[config.mk]
export PLATFORM = sky130hd
export DESIGN_NAME = jt1942_dwnld_router
export DESIGN_NICKNAME = d
export VERILOG_FILES = /design/src/rtl/jt1942_dwnld_router.sv
export SDC_FILE = /design/constraint.sdc
export NUM_CORES = 1
export LEC_CHECK = 0
export BUFFER_PORTS_ARGS = -buffer_cell sky130_fd_sc_hd__buf_2
export CORE_AREA = 2 2 130 81
export DETAILED_ROUTE_END_ITERATION = 10
export DIE_AREA = 0 0 132 83
export PLACE_DENSITY_LB_ADDON = 0.2
export SLEW_MARGIN = 20
export SYNTH_ARGS = -nofsm -noshare
export SYNTH_HDL_FRONTEND = slang
export SYNTH_SLANG_ARGS = --single-unit
[constraint.sdc]
create_clock -name clk_rom -period 2.46 [get_ports clk_rom]
set_input_delay 0.123 -clock clk_rom [delete_from_list [all_inputs] [get_ports clk_rom]]
set_output_delay 0.123 -clock clk_rom [all_outputs]
set_load 0.02 [all_outputs]
[src/rtl/jt1942_dwnld_router.sv]
// ROM download router: classifies ioctl bytes into CPU/object/PROM regions,
// feeds SDRAM through a two-entry skid buffer and pulses PROM write enables.
module jt1942_dwnld_router #(
  parameter logic [21:0] OBJ_START = 22'h1A000,
  parameter logic [21:0] OBJ_LEN   = 22'h20000,
  parameter int unsigned SWAB_BIT  = 14,
  parameter int unsigned PROM_CNT  = 10,
  parameter int unsigned PROM_AW   = 8
) (
  input  logic                clk_rom,
  input  logic                rst_n,
  input  logic                downloading,
  input  logic                ioctl_wr,
  input  logic [21:0]         ioctl_addr,
  input  logic [7:0]          ioctl_data,
  output logic [21:0]         prog_addr,
  output logic [7:0]          prog_data,
  output logic [1:0]          prog_mask,
  output logic                prog_we,
  input  logic                prog_rdy,
  output logic [PROM_CNT-1:0] prom_we,
  output logic [PROM_AW-1:0]  prom_addr,
  output logic [7:0]          prom_data,
  output logic                dwnld_done,
  output logic                overflow
);

  localparam logic [21:0] OBJ_END  = OBJ_START + OBJ_LEN;
  localparam logic [21:0] LOW_MASK = (22'd1 << SWAB_BIT) - 22'd1;

  typedef enum logic [1:0] {IDLE, LOAD, DRAIN} state_t;
  state_t state, state_nxt;

  logic [21:0]         obj_off, obj_full, prom_off, prom_idx;
  logic [21:0]         dec_addr;
  logic [1:0]          dec_mask;
  logic                is_sdram, is_prom;
  logic [PROM_CNT-1:0] prom_onehot;

  logic        head_v, skid_v;
  logic [21:0] head_addr, skid_addr;
  logic [7:0]  head_data, skid_data;
  logic [1:0]  head_mask, skid_mask;
  logic        accept, enter_load;

  // Region decode of the current ioctl byte
  always_comb begin
    obj_full    = ioctl_addr - OBJ_START;
    obj_off     = ((obj_full >> (SWAB_BIT + 1)) << SWAB_BIT) | (obj_full & LOW_MASK);
    prom_off    = ioctl_addr - OBJ_END;
    prom_idx    = prom_off >> PROM_AW;
    dec_addr    = {1'b0, ioctl_addr[21:1]};
    dec_mask    = {ioctl_addr[0], ~ioctl_addr[0]};
    is_sdram    = 1'b0;
    is_prom     = 1'b0;
    prom_onehot = '0;
    if (ioctl_addr < OBJ_START) begin
      is_sdram = ioctl_wr;
    end else if (ioctl_addr < OBJ_END) begin
      is_sdram = ioctl_wr;
      dec_addr = (OBJ_START >> 1) + obj_off;
      dec_mask = {obj_full[SWAB_BIT], ~obj_full[SWAB_BIT]};
    end else begin
      is_prom = ioctl_wr && (prom_idx < 22'(PROM_CNT));
      for (int unsigned i = 0; i < PROM_CNT; i++) begin
        prom_onehot[i] = (prom_idx == 22'(i));
      end
    end
  end

  assign accept     = head_v && prog_rdy;
  assign prog_we    = head_v;
  assign prog_addr  = head_addr;
  assign prog_data  = head_data;
  assign prog_mask  = head_v ? head_mask : 2'b00;
  assign enter_load = (state != LOAD) && (state_nxt == LOAD);

  // Skid buffer: head drives the SDRAM port, skid catches a byte during back-pressure
  always_ff @(posedge clk_rom or negedge rst_n) begin
    if (!rst_n) begin
      head_v    <= 1'b0;
      skid_v    <= 1'b0;
      head_addr <= '0;
      head_data <= '0;
      head_mask <= '0;
      skid_addr <= '0;
      skid_data <= '0;
      skid_mask <= '0;
      overflow  <= 1'b0;
    end else begin
      if (enter_load) overflow <= 1'b0;
      if (accept) begin
        if (skid_v) begin
          head_addr <= skid_addr;
          head_data <= skid_data;
          head_mask <= skid_mask;
          if (is_sdram) begin
            skid_addr <= dec_addr;
            skid_data <= ioctl_data;
            skid_mask <= dec_mask;
          end else begin
            skid_v <= 1'b0;
          end
        end else if (is_sdram) begin
          head_addr <= dec_addr;
          head_data <= ioctl_data;
          head_mask <= dec_mask;
        end else begin
          head_v <= 1'b0;
        end
      end else if (is_sdram) begin
        if (!head_v) begin
          head_v    <= 1'b1;
          head_addr <= dec_addr;
          head_data <= ioctl_data;
          head_mask <= dec_mask;
        end else if (!skid_v) begin
          skid_v    <= 1'b1;
          skid_addr <= dec_addr;
          skid_data <= ioctl_data;
          skid_mask <= dec_mask;
        end else begin
          overflow <= 1'b1;
        end
      end
    end
  end

  // PROM write pulse, one cycle after the strobe
  always_ff @(posedge clk_rom or negedge rst_n) begin
    if (!rst_n) begin
      prom_we   <= '0;
      prom_addr <= '0;
      prom_data <= '0;
    end else begin
      prom_we <= is_prom ? prom_onehot : '0;
      if (is_prom) begin
        prom_addr <= prom_off[PROM_AW-1:0];
        prom_data <= ioctl_data;
      end
    end
  end

  // Download FSM state register
  always_ff @(posedge clk_rom or negedge rst_n) begin
    if (!rst_n) state <= IDLE;
    else        state <= state_nxt;
  end

  // Download FSM next state and completion pulse
  always_comb begin
    state_nxt  = state;
    dwnld_done = 1'b0;
    case (state)
      IDLE:  if (downloading) state_nxt = LOAD;
      LOAD:  if (!downloading) state_nxt = DRAIN;
      DRAIN: begin
        if (downloading) begin
          state_nxt = LOAD;
        end else if (!head_v) begin
          state_nxt  = IDLE;
          dwnld_done = 1'b1;
        end
      end
      default: state_nxt = IDLE;
    endcase
  end

endmodule
=== Word level (Yosys, flattened, before mapping) ===
Cells that the tools add are included.

* Bits of input ports: 35
* Register bits after elaboration: 95
* Output and inout port bits: 61
* Logic and storage cells: 117

* Magnitude comparators: 3
* Equality and inequality tests: 19
* Reduce and logical (&&, ||, !) cells: 12
* Muxes and demuxes: 64
* Add/subtract/negate cells: 3
* Bitwise logic cells: 3

{| class="wikitable"
|+ Operator list
! kind !! number
|-
| two-way mux 22 bit || 12
|-
| two-way mux 8 bit || 10
|-
| == test 14 x 3 -> 1 bit, second input constant || 4
|-
| two-way mux 2 bit || 17
|-
| two-way mux 10 bit || 3
|-
| == test 14 x 2 -> 1 bit, second input constant || 2
|-
| == test 14 x 4 -> 1 bit, second input constant || 2
|-
| adder 16 x 21 -> 22 bit, first input constant || 1
|-
| zero test 22 bit || 1
|-
| < comparator 22 x 17 -> 1 bit, second input constant || 1
|-
| < comparator 22 x 18 -> 1 bit, second input constant || 1
|-
| subtractor 22 x 17 -> 22 bit, second input constant || 1
|-
| subtractor 22 x 18 -> 22 bit, second input constant || 1
|-
| two-way mux 1 bit || 21
|-
| bitwise OR 21 x 14 -> 21 bit || 1
|-
| == test 14 x 1 -> 1 bit, second input constant || 1
|-
| < comparator 14 x 4 -> 1 bit, second input constant || 1
|-
| != test 2 bit, second input constant || 4
|-
| != test 2 x 1 -> 1 bit, second input constant || 3
|-
| one-hot mux 2 bit (3 select lines) || 1
|-
| AND reduction 3 bit || 2
|-
| nonzero test 2 bit || 3
|-
| AND reduction 5 bit || 1
|-
| == test 2 x 1 -> 1 bit, second input constant || 2
|-
| 5 further kinds || 8
|}

=== Logic depth before layout (Yosys ltp) ===
Gate-level depths: netlist (run 1).

* Depth after elaboration: 10
* Depth in mapped cells: 9

=== Least setup slack after synthesis (run 1) ===
Ideal clock, no wire load.

* Path type: input port to flip-flop
* Start point: input ioctl_addr[13]
* End point: register prom_addr[0]
* Setup slack: 230 ps
* Stages: 9
* Path buffers: 2
* Arrival time: 2,106 ps
* Cell sequence: inv_1 > ha_1 > clkbuf_1 > and3b_1 > a21boi_0 > a21oi_1 > nor4_4 > buf_2 > mux2_2

* Longest elaborated chain between the ends: 5

{| class="wikitable"
|+ RTL lines
! item !! line !! text
|-
| start, declared || 14 || <nowiki>input logic [21:0] ioctl_addr,</nowiki>
|-
| subtractor 22 x 18 -> 22 bit || 50 || <nowiki>prom_off = ioctl_addr - OBJ_END;</nowiki>
|-
| < comparator 14 x 4 -> 1 bit || 64 || <nowiki>is_prom = ioctl_wr && (prom_idx < 22'(PROM_CNT));</nowiki>
|-
| logical AND 1 bit || 64 ||
|-
| two-way mux 1 bit || 59 || <nowiki>end else if (ioctl_addr < OBJ_END) begin</nowiki>
|-
| two-way mux 1 bit (*) || 57 || <nowiki>if (ioctl_addr < OBJ_START) begin</nowiki>
|-
| end signal, assigned || 138 || <nowiki>prom_addr <= prom_off[PROM_AW-1:0];</nowiki>
|-
| end, declared || 22 || <nowiki>output logic [PROM_AW-1:0] prom_addr,</nowiki>
|}

Every way passes the cells marked *; elsewhere a longest branch is shown, timed or not.
A chain may end at the register's enable or synchronous reset.

=== Final worst setup path (run 1) ===
* Start point: input ioctl_addr[13]
* End point: register head_addr[15] (netlist: prog_addr[15])

* Longest elaborated chain between the ends: 8

{| class="wikitable"
|+ RTL lines
! item !! line !! text
|-
| subtractor 22 x 17 -> 22 bit || 48 || <nowiki>obj_full = ioctl_addr - OBJ_START;</nowiki>
|-
| bitwise OR 21 x 14 -> 21 bit || 49 || <nowiki>obj_off = ((obj_full >> (SWAB_BIT + 1)) << SWAB_BIT) | (obj_full & LOW_MASK);</nowiki>
|-
| adder 16 x 21 -> 22 bit || 61 || <nowiki>dec_addr = (OBJ_START >> 1) + obj_off;</nowiki>
|-
| two-way mux 22 bit || 59 ||
|-
| two-way mux 22 bit || 57 ||
|-
| two-way mux 22 bit, on equally long branches || 112, 104 ||
|-
| two-way mux 22 bit, on equally long branches || 111, 93 ||
|-
| two-way mux 22 bit || 92 || <nowiki>if (accept) begin</nowiki>
|-
| end signal, assigned || 94 || <nowiki>head_addr <= skid_addr;</nowiki>
|-
| end signal, assigned || 105 || <nowiki>head_addr <= dec_addr;</nowiki>
|-
| end signal, assigned || 114 || <nowiki>head_addr <= dec_addr;</nowiki>
|-
| end, declared || 41 || <nowiki>logic [21:0] head_addr, skid_addr;</nowiki>
|}

Several ways; a longest one is shown, not always the timed one. The select of a mux whose other input is x is not followed.

==> results of run 1 <==
-- sequential cells by signal (all words and copies together), names as in the netlist --
| signal | count |
|---|---|
| skid_data | 8 |
| skid_addr | 22 |
| prog_data | 8 |
| head_mask | 2 |
| overflow | 1 |
| prom_addr | 8 |
| skid_v | 1 |
| prog_addr | 22 |
| prog_we | 1 |
| prom_we | 10 |
| skid_mask | 2 |
| prom_data | 8 |
| state | 2 |
-- per-stage QoR --
stage,setup slack [ps],cell area (µm²)
finish,419.9,5330
CTS,447.8,5330
detailed placement,111.8,5007
floorplan,229.5,4319
global placement,212.2,5007
global route,282.4,5330
-- cell usage in the layout, fill, tap and decap left out, types with 10 or more instances in the layout --
cell type and n:
sky130_fd_sc_hd__dfrtp_1 95, sky130_fd_sc_hd__buf_2 94, sky130_fd_sc_hd__buf_4 11, sky130_fd_sc_hd__mux2_2 28
sky130_fd_sc_hd__nand2_1 44, sky130_fd_sc_hd__mux2i_1 15, sky130_fd_sc_hd__nor2_1 16, sky130_fd_sc_hd__a22oi_1 16
sky130_fd_sc_hd__o21ai_0 49, sky130_fd_sc_hd__inv_1 12, sky130_fd_sc_hd__a31oi_1 10
-- where the power goes --
group / total (mW) / leakage, nW / internal, mW / switching, mW
clock: 1.42 / 0.147 / 0.847 / 0.573
combinational: 0.953 / 1.23 / 0.370 / 0.583
sequential: 2.08 / 1.21 / 1.89 / 0.188
-- worst max-delay path by stage --
stage               cells past startpoint      startpoint       endpoint
global route                            9  ioctl_addr[13]  prog_addr[15]
CTS                                     7         prog_we  skid_addr[13]
finish                                  9  ioctl_addr[13]  prog_addr[15]
global placement                        9  ioctl_addr[13]  prog_addr[15]
floorplan                               9  ioctl_addr[13]   prom_addr[0]
detailed placement                      9  ioctl_addr[13]  prog_addr[15]
-- cells by family (layout without fill, tap and decap cells) --
kind of cell	after synthesis	count (layout)	synth area share, %
adder cells (fa/ha/maj)	4	4	1.159
AO/OA/AOI/OAI	107	107	15.67
flip-flops	95	95	55.04
multiplexers	43	43	10.78
XOR/XNOR	6	6	1.217
buffers and inverters	39	138	3.737
AND/OR/NAND/NOR	103	103	12.40
-- worst max-delay path, cell delays in order --
cell and delay, ps:
sky130_fd_sc_hd__buf_2 170, sky130_fd_sc_hd__inv_1 80, sky130_fd_sc_hd__ha_1 250, sky130_fd_sc_hd__buf_4 170, sky130_fd_sc_hd__nand2b_1 190, sky130_fd_sc_hd__or3_1 380
sky130_fd_sc_hd__a311oi_1 490, sky130_fd_sc_hd__mux2i_1 140, sky130_fd_sc_hd__a221o_1 270
-- routing by layer --
layer	vias to the layer above	share of wire, %	global-route usage (%)
met1	1699	48	28.81
met5	-	0	0
li1	1623	-	-
met2	99	45	29.40
met3	6	6.5	6.838
met4	0	0.72	5.534
-- repair_timing --
action	in CTS	in global routing
endpoints found under the setup margin	0	0
endpoints found under the hold margin	55	0
hold buffers	2	0
-- area by class of cell --
class	instances	area share, %
clock inverters	2	0.7277
flip-flops and latches	95	44.60
repair buffers	110	11.88
inverters	12	0.8451
clock buffers	14	4.953
multi-input cells	263	33.83
well taps	135	3.169
==> impl_metrics.env, run 1 <==
export IMPL_rr_endpoint="skid_addr[13]"
export IMPL_synth_ff_type="sky130_fd_sc_hd__dfrtp_1"
export IMPL_syn_mean_instance_area_um2=10.88
export IMPL_drv_slew=0
export IMPL_cts_resized=0
export IMPL_antennaDiodeCount=0
export IMPL_post_dp_hpwl_um=7403
export IMPL_clock_skew_final_ps=5.528
export IMPL_tritoncts_num_sinks=95
export IMPL_power_leakage_nw=2.586
export IMPL_post_cts_setup_buffer_count=0
export IMPL_area_growth_synth_to_final_pct=23.41
export IMPL_finish_utilization_pct=54.93
export IMPL_outcome="completed"
export IMPL_worst_path_max_fanout=10
export IMPL_reg2reg_setup_slack_ps=460
export IMPL_core_area_um2=9704
export IMPL_power_ir_vdd_worst_uv=361.8
export IMPL_die_area_um2=10960
export IMPL_post_layout_min_period_ps=2040
export IMPL_worst_endpoint_required_ps=2690
export IMPL_multiInputGateArea_um2=1803
export IMPL_stdcell_count=631
export IMPL_hold_crit_class="in2reg"
export IMPL_dr_total_vias=3427
export IMPL_globalRoute_totalOverflow=0
export IMPL_holdPathEnd="prom_data[5]"
export IMPL_number_of_warnings_printed_during_yosys_synthesis=0
export IMPL_final_hold_worst_slack_ps=44.69
export IMPL_gp_routability_congestion=0.8898
export IMPL_post_drt_wl_per_cell_um=16.60
export IMPL_yosys_register_bits=95
export IMPL_cell_count_of_the_worst_reg_to_reg_path=7
export IMPL_crit_path_start_kind="input port"
export IMPL_clock_tree_buffer_depth=2
export IMPL_first_pass_iters=5
export IMPL_pwr_density_cell_nw_per_um2=835.2
export IMPL_synthesis_instances=397
export IMPL_synth_yosys_seq_area_share_pct=55.04
export IMPL_cell_with_the_most_instances_after_synthesis="sky130_fd_sc_hd__dfrtp_1"
export IMPL_routed_via_density=5.431
export IMPL_die_width_um=132
export IMPL_tritoncts="built"
export IMPL_worst_hold_launch="ioctl_data[5]"
export IMPL_initial_utilization_pct=44.51
export IMPL_synthArstFlopShare_pct=100.0
export IMPL_design_final_nets=530
export IMPL_synth_edf_count=0
export IMPL_worstReg2RegStart="prog_we"
export IMPL_port_buffer_count=95
export IMPL_synth_cell_type_count=54
export IMPL_num_fill_cells=861
export IMPL_worstPathArrival_ps=2270
export IMPL_final_setup_tns_ps=0
export IMPL_globalRouteTotalUtil_pct=20.21
export IMPL_totalWireLength_um=10480
export IMPL_criticalPathCategory="in2reg"
export IMPL_min_delay_path_depth=2
export IMPL_area_occupied_by_registers_um2=2377
export IMPL_timing_final_setup_violations=0
export IMPL_cts_made_buffers=9
export IMPL_drive_gt1_share_pct=31.25
export IMPL_synthesis_nets=436
export IMPL_synthTopCellsByCount="95 x sky130_fd_sc_hd__dfrtp_1, 49 x sky130_fd_sc_hd__o21ai_0, 44 x sky130_fd_sc_hd__nand2_1, 28 x sky130_fd_sc_hd__mux2_2, 17 x sky130_fd_sc_hd__clkbuf_1"
export IMPL_report_final_hold_viol_count=0
export IMPL_relSlewSlack_pct=47.82
export IMPL_endpoint_kind="flop"
export IMPL_synthDominantCellAreaShare_pct=55.04
export IMPL_cts_root_buf="sky130_fd_sc_hd__clkbuf_16"
export IMPL_clkLatencyLatePin_ps=340
export IMPL_rsz_0062_raised_after_global_routing="no"
export IMPL_detailedRoute_firstIterationViolations=297
export IMPL_layout_worst_path_cycle_share_pct=82.93
export IMPL_number_of_h_tree_levels=3
export IMPL_grt_first_pass_wirelength_um=17510
export IMPL_grt_pass1_vias=3403
export IMPL_overall_die_height_um=83
export IMPL_number_of_antenna_violations_at_the_first_check_in_global_routing=0
export IMPL_grt_start_max_net_pins=56
export IMPL_ant_nets=0
export IMPL_synth_largest_area_cell="sky130_fd_sc_hd__dfrtp_1"
export IMPL_max_freq_ghz=0.4902
export IMPL_detail_route_drc_violations=0
export IMPL_synthTopCellsByArea="sky130_fd_sc_hd__dfrtp_1 55%, sky130_fd_sc_hd__mux2_2 7.3%, sky130_fd_sc_hd__o21ai_0 5.7%"
export IMPL_placed_cells=613
export IMPL_worst_setup_hold_path_clk_slew_ps=60
export IMPL_worstMarginPinSlew_ps=779.7
export IMPL_syn_cell_area_um2=4319
export IMPL_std_cell_rows=28
export IMPL_finalPower_mw=4.452
export IMPL_ioPinCount=96
export IMPL_timing_max_cap_violations=0
Note: power is estimated with default switching activity, not from simulation.
==> run 2, diff against run 1 <==
==> constraint.sdc (replaced) <==
create_clock -name clk_rom -period 1.9 [get_ports clk_rom]
set_input_delay 0.095 -clock clk_rom [delete_from_list [all_inputs] [get_ports clk_rom]]
set_output_delay 0.095 -clock clk_rom [all_outputs]
set_load 0.02 [all_outputs]
==> impl_metrics.env, run 2 (synthesis results as in run 1) <==
export IMPL_outcome="completed"
export IMPL_area_growth_synth_to_final_pct=29.52
export IMPL_totalWireLength_um=11340
export IMPL_grt_pass1_vias=3625
export IMPL_rsz_0062_raised_after_global_routing="no"
export IMPL_clock_tree_buffer_depth=2
export IMPL_timing_final_setup_violations=0
export IMPL_path_buf_inv=1
export IMPL_design_final_nets=564
export IMPL_timing_max_cap_violations=0
export IMPL_post_dp_hpwl_um=7915
export IMPL_crit_path_slowest_cell="sky130_fd_sc_hd__dfrtp_1"
export IMPL_post_layout_min_period_ps=1788
export IMPL_ioPinCount=96
export IMPL_die_width_um=132
export IMPL_worstMarginPinSlew_ps=595.3
export IMPL_drive_gt1_share_pct=36.79
export IMPL_std_cell_rows=28
export IMPL_worst_path_largest_cell_delay_ps=410
export IMPL_endpoint_kind="flop"
export IMPL_clock_skew_final_ps=6.959
export IMPL_globalRoute_totalOverflow=0
export IMPL_port_buffer_count=95
export IMPL_routed_via_density=5.435
export IMPL_die_area_um2=10960
export IMPL_worst_endpoint_required_ps=2120
export IMPL_pwr_density_cell_nw_per_um2=1021
export IMPL_grt_first_pass_wirelength_um=18430
export IMPL_hold_crit_class="in2reg"
export IMPL_multiInputGateArea_um2=1827
export IMPL_worst_path_max_fanout=10
export IMPL_first_pass_iters=5
export IMPL_layout_worst_path_cycle_share_pct=94.10
export IMPL_cts_made_buffers=9
export IMPL_path_delay_family="flip-flops"
export IMPL_cell_count_of_the_worst_reg_to_reg_path=6
export IMPL_min_delay_path_depth=2
export IMPL_finalPower_mw=5.713
export IMPL_cts_root_buf="sky130_fd_sc_hd__clkbuf_16"
export IMPL_number_of_h_tree_levels=3
export IMPL_placed_cells=642
export IMPL_number_of_antenna_violations_at_the_first_check_in_global_routing=0
export IMPL_stdcell_count=665
export IMPL_relSlewSlack_pct=60.31
export IMPL_mostFrequentLayoutCell="sky130_fd_sc_hd__dfrtp_1"
export IMPL_power_leakage_nw=2.745
export IMPL_worst_setup_hold_path_clk_slew_ps=70
export IMPL_most_common_layout_cells="95 x sky130_fd_sc_hd__dfrtp_1, 94 x sky130_fd_sc_hd__buf_2, 49 x sky130_fd_sc_hd__o21ai_0"
export IMPL_core_area_um2=9704
export IMPL_crit_path_start_kind="flop"
export IMPL_gp_routability_congestion=0.8740
export IMPL_overall_die_height_um=83
export IMPL_tritoncts_num_sinks=95
export IMPL_grt_start_max_net_pins=45
export IMPL_ant_nets=0
export IMPL_num_fill_cells=864
export IMPL_timing_critical_path_cells="and2_1 > ha_1 > nor2_4 > o21ai_4 > buf_4 > mux2_2"
export IMPL_detail_route_drc_violations=0
export IMPL_criticalPathCategory="reg2reg"
export IMPL_antennaDiodeCount=0
export IMPL_drv_slew=0
export IMPL_dr_total_vias=3614
export IMPL_detailedRoute_firstIterationViolations=266
export IMPL_clkLatencyLatePin_ps=340
export IMPL_initial_utilization_pct=44.51
export IMPL_final_hold_worst_slack_ps=11.80
export IMPL_max_freq_ghz=0.5593
export IMPL_power_ir_vdd_worst_uv=495.2
export IMPL_post_drt_wl_per_cell_um=17.05
export IMPL_tritoncts="built"
export IMPL_critical_path_cell_count=6
export IMPL_globalRouteTotalUtil_pct=20.93
export IMPL_report_final_hold_viol_count=0
export IMPL_area_occupied_by_registers_um2=2377
export IMPL_worstPathArrival_ps=2010
-- run 2: area by class of cell --
class / instances / share of cell area (%)
Multi-Input combinational cell: 264 / 32.65
Clock buffer: 10 / 4.272
Timing Repair Buffer: 143 / 15.97
Sequential cell: 95 / 42.50
Clock inverter: 6 / 0.7828
Inverter: 12 / 0.8052
Tap cell: 135 / 3.019
-- run 2: path summary, 6_finish.rpt --
kind / from / end / slack [ps]
worst max-delay path: prog_we / skid_data[6] / 110
max in group asynchronous: rst_n / prog_addr[0] / 1030
min in group asynchronous: rst_n / prog_we / 230
worst min register to register: skid_addr[18] / skid_addr[18] / 480
worst min-delay path: ioctl_data[2] / prom_data[2] / 10
worst max register to register: prog_we / skid_data[6] / 110
-- run 2: what timing repair did --
item / in CTS / in global routing
hold buffers: 2 / 0
resized for setup: 0 / 2
endpoints found under the setup margin: 0 / 9
endpoints found under the hold margin: 33 / 0
setup buffers: 0 / 4
-- run 2: metal layers --
layer  share of wire, %  track usage [%]  vias up
met2                 46            34.09      128
met1                 47            28.57     1789
met3                6.2            5.067       11
li1                   -                -     1686
met4               0.84            4.644        0
met5                  0                0        -
-- run 2: power breakdown --
| group | internal, mW | switching, mW |
|---|---|---|
| combinational | 0.514 | 0.775 |
| sequential | 2.45 | 0.249 |
| clock | 0.933 | 0.796 |
| total | 3.89 | 1.82 |
-- run 2: metrics by stage --
step | cell area [µm²] | worst slack (ps) | utilization (%) | setup TNS [ps]
3_3_place_gp | 5245 | -79.12 | 54.05 | -2287
4_1_cts | 5548 | 46.60 | 57.17 | 0
5_1_grt | 5594 | 51.92 | 57.65 | 0
3_5_place_dp | 5245 | -117.1 | 54.05 | -4420
2_1_floorplan | 4349 | -9.339 | - | -93.39
6_report | 5594 | 112.2 | 57.65 | 0
==> run 3, diff against run 2 <==
--- a/config.mk
+++ b/config.mk
@@ -6,9 +6,9 @@
 export NUM_CORES = 1
 export LEC_CHECK = 0
 export BUFFER_PORTS_ARGS = -buffer_cell sky130_fd_sc_hd__buf_2
-export CORE_AREA = 2 2 130 81
+export CORE_AREA = 2 2 138 86
 export DETAILED_ROUTE_END_ITERATION = 10
-export DIE_AREA = 0 0 132 83
+export DIE_AREA = 0 0 140 88
 export PLACE_DENSITY_LB_ADDON = 0.2
 export SLEW_MARGIN = 20
 export SYNTH_ARGS = -nofsm -noshare
==> impl_metrics.env, run 3 (synthesis results as in run 1) <==
export IMPL_outcome="complete, but fails checks"
export IMPL_violations="design-rule violations"
export IMPL_pwr_density_cell_nw_per_um2=1021
export IMPL_timing_critical_path_cells="buf_2 > or4b_1 > buf_4 > nor4_4 > buf_12 > mux2_2"
export IMPL_post_cts_setup_buffer_count=0
export IMPL_worstMarginPinSlew_ps=511.1
export IMPL_grt_pass1_vias=3372
export IMPL_globalRoute_totalOverflow=0
export IMPL_std_cell_rows=30
export IMPL_path_delay_family="simple AND/OR/NAND/NOR gates"
export IMPL_clock_skew_final_ps=3.955
export IMPL_finalWorstSetupSlack_ps=174.3
export IMPL_relSlewSlack_pct=65.61
export IMPL_hold_crit_class="in2reg"
export IMPL_crit_path_start_kind="input port"
export IMPL_criticalPathCategory="in2reg"
export IMPL_globalRouteTotalUtil_pct=18.22
export IMPL_routed_via_density=5.123
export IMPL_dr_total_vias=3453
export IMPL_initial_utilization_pct=39.01
export IMPL_clock_tree_buffer_depth=2
export IMPL_worst_path_largest_cell_delay_ps=590
export IMPL_gp_routability_congestion=0.7988
export IMPL_core_area_um2=11070
export IMPL_grt_start_max_net_pins=43
export IMPL_totalWireLength_um=10780
export IMPL_path_buf_inv=3
export IMPL_clkLatencyLatePin_ps=340
export IMPL_design_final_nets=564
export IMPL_antennaDiodeCount=0
export IMPL_crit_path_slowest_cell="sky130_fd_sc_hd__or4b_1"
export IMPL_worstPathArrival_ps=1950
export IMPL_grt_first_pass_wirelength_um=17290
export IMPL_worst_endpoint_required_ps=2130
export IMPL_reg2reg_setup_slack_ps=200
export IMPL_post_layout_min_period_ps=1726
export IMPL_tritoncts="built"
export IMPL_timing_final_setup_violations=0
export IMPL_mostFrequentLayoutCell="sky130_fd_sc_hd__dfrtp_1"
export IMPL_report_final_hold_viol_count=0
export IMPL_detail_route_drc_violations=4
export IMPL_power_ir_vdd_worst_uv=557.1
export IMPL_worst_hold_launch="ioctl_data[5]"
export IMPL_number_of_h_tree_levels=3
export IMPL_finish_utilization_pct=50.81
export IMPL_endpoint_kind="flop"
export IMPL_cell_count_of_the_worst_reg_to_reg_path=7
export IMPL_drv_slew=0
export IMPL_ioPinCount=96
export IMPL_number_of_antenna_violations_at_the_first_check_in_global_routing=0
export IMPL_tritoncts_num_sinks=95
export IMPL_power_leakage_nw=2.759
export IMPL_overall_die_height_um=88
export IMPL_ant_nets=0
export IMPL_final_hold_worst_slack_ps=10.70
export IMPL_worstReg2RegStart="prog_we"
export IMPL_area_growth_synth_to_final_pct=30.27
export IMPL_die_area_um2=12320
export IMPL_detailedRoute_firstIterationViolations=169
export IMPL_most_common_layout_cells="95 x sky130_fd_sc_hd__dfrtp_1, 94 x sky130_fd_sc_hd__buf_2, 49 x sky130_fd_sc_hd__o21ai_0"
export IMPL_post_dp_hpwl_um=8205
export IMPL_min_delay_path_depth=2
export IMPL_rr_endpoint="skid_addr[17]"
export IMPL_die_width_um=140
export IMPL_worst_setup_hold_path_clk_slew_ps=60
export IMPL_drive_gt1_share_pct=36.79
export IMPL_layout_worst_path_cycle_share_pct=90.83
export IMPL_first_pass_iters=7
export IMPL_post_drt_wl_per_cell_um=16.00
export IMPL_worst_path_max_fanout=12
export IMPL_place_worst_setup_slack_ps=-182.9
export IMPL_timing_max_cap_violations=0
export IMPL_rsz_0062_raised_after_global_routing="no"
export IMPL_holdPathEnd="skid_data[5]"
export IMPL_port_buffer_count=95
export IMPL_max_freq_ghz=0.5795
export IMPL_cts_made_buffers=9
export IMPL_cts_root_buf="sky130_fd_sc_hd__clkbuf_16"
-- run 3: cell count changes in the layout (fill, tap and decap cells not counted), sizes merged --
| cell | previous run | this run |
|---|---|---|
| clkbuf | 10 | 9 |
| o21ai | 51 | 50 |
| bufinv | 0 | 1 |
| buf | 141 | 142 |
| inv | 14 | 13 |
| clkinvlp | 0 | 2 |
| clkinv | 4 | 3 |
-- run 3: timing repair --
action | in CTS | in global routing
hold endpoints to repair | 30 | 0
endpoints found under the setup margin | 0 | 1
hold buffers | 2 | 0
gates resized for setup | 0 | 1
-- run 3: through the flow --
stage          TNS (ps)  instances  area, µm²  power [mW]
2_1_floorplan    -93.39        397       4349       3.443
3_3_place_gp      -4317        656       5306       3.961
3_5_place_dp      -4828        656       5306       4.001
4_1_cts               0        674       5624       5.815
5_1_grt               0        674       5627       6.091
6_report              0        674       5627       5.748
-- run 3: worst max path at each step --
stage,startpoint,endpoint,slack (ps),cells after the start
2_1_floorplan,ioctl_addr[13],prom_addr[0],-9,9
3_3_place_gp,ioctl_addr[19],prom_addr[3],-160,6
3_5_place_dp,ioctl_addr[19],prom_data[5],-180,6
4_1_cts,prog_we,skid_addr[17],120,7
5_1_grt,prog_we,skid_addr[17],30,7
6_report,ioctl_addr[19],prom_addr[0],170,6
-- run 3: routing by layer --
metal	up-vias	wire length, µm	share of wire [%]	global-route usage [%]
li1	1682	-	-	-
met1	1680	5656	52	27.93
met2	82	4436	41	25.21
met3	9	586	5.4	4.866
met4	0	102	0.95	5.142
met5	-	0	0	0
-- run 3: final cells by class --
class | instances | area, µm²
clock buffer | 9 | 225.2
multi-input combinational | 263 | 1813
timing repair buffer | 144 | 913.4
sequential | 95 | 2377
fill | 1004 | 5446
clock inverter | 7 | 72.57
inverter | 12 | 45.04
tap | 144 | 180.2
-- run 3: report_power, final --
group / internal (mW) / total (mW) / switching, mW
Combinational: 0.514 / 1.26 / 0.749
Clock: 1.02 / 1.79 / 0.771
Sequential: 2.45 / 2.69 / 0.244
Total: 3.98 / 5.75 / 1.76
-- run 3: worst reg2reg max path, stage by stage, from the launching register on --
cell,delay (ps)
sky130_fd_sc_hd__dfrtp_1,430
sky130_fd_sc_hd__and2_1,160
sky130_fd_sc_hd__ha_1,280
sky130_fd_sc_hd__nor2_2,150
sky130_fd_sc_hd__o21ai_4,90
sky130_fd_sc_hd__buf_12,170
sky130_fd_sc_hd__a211oi_1,240
sky130_fd_sc_hd__a21oi_1,60
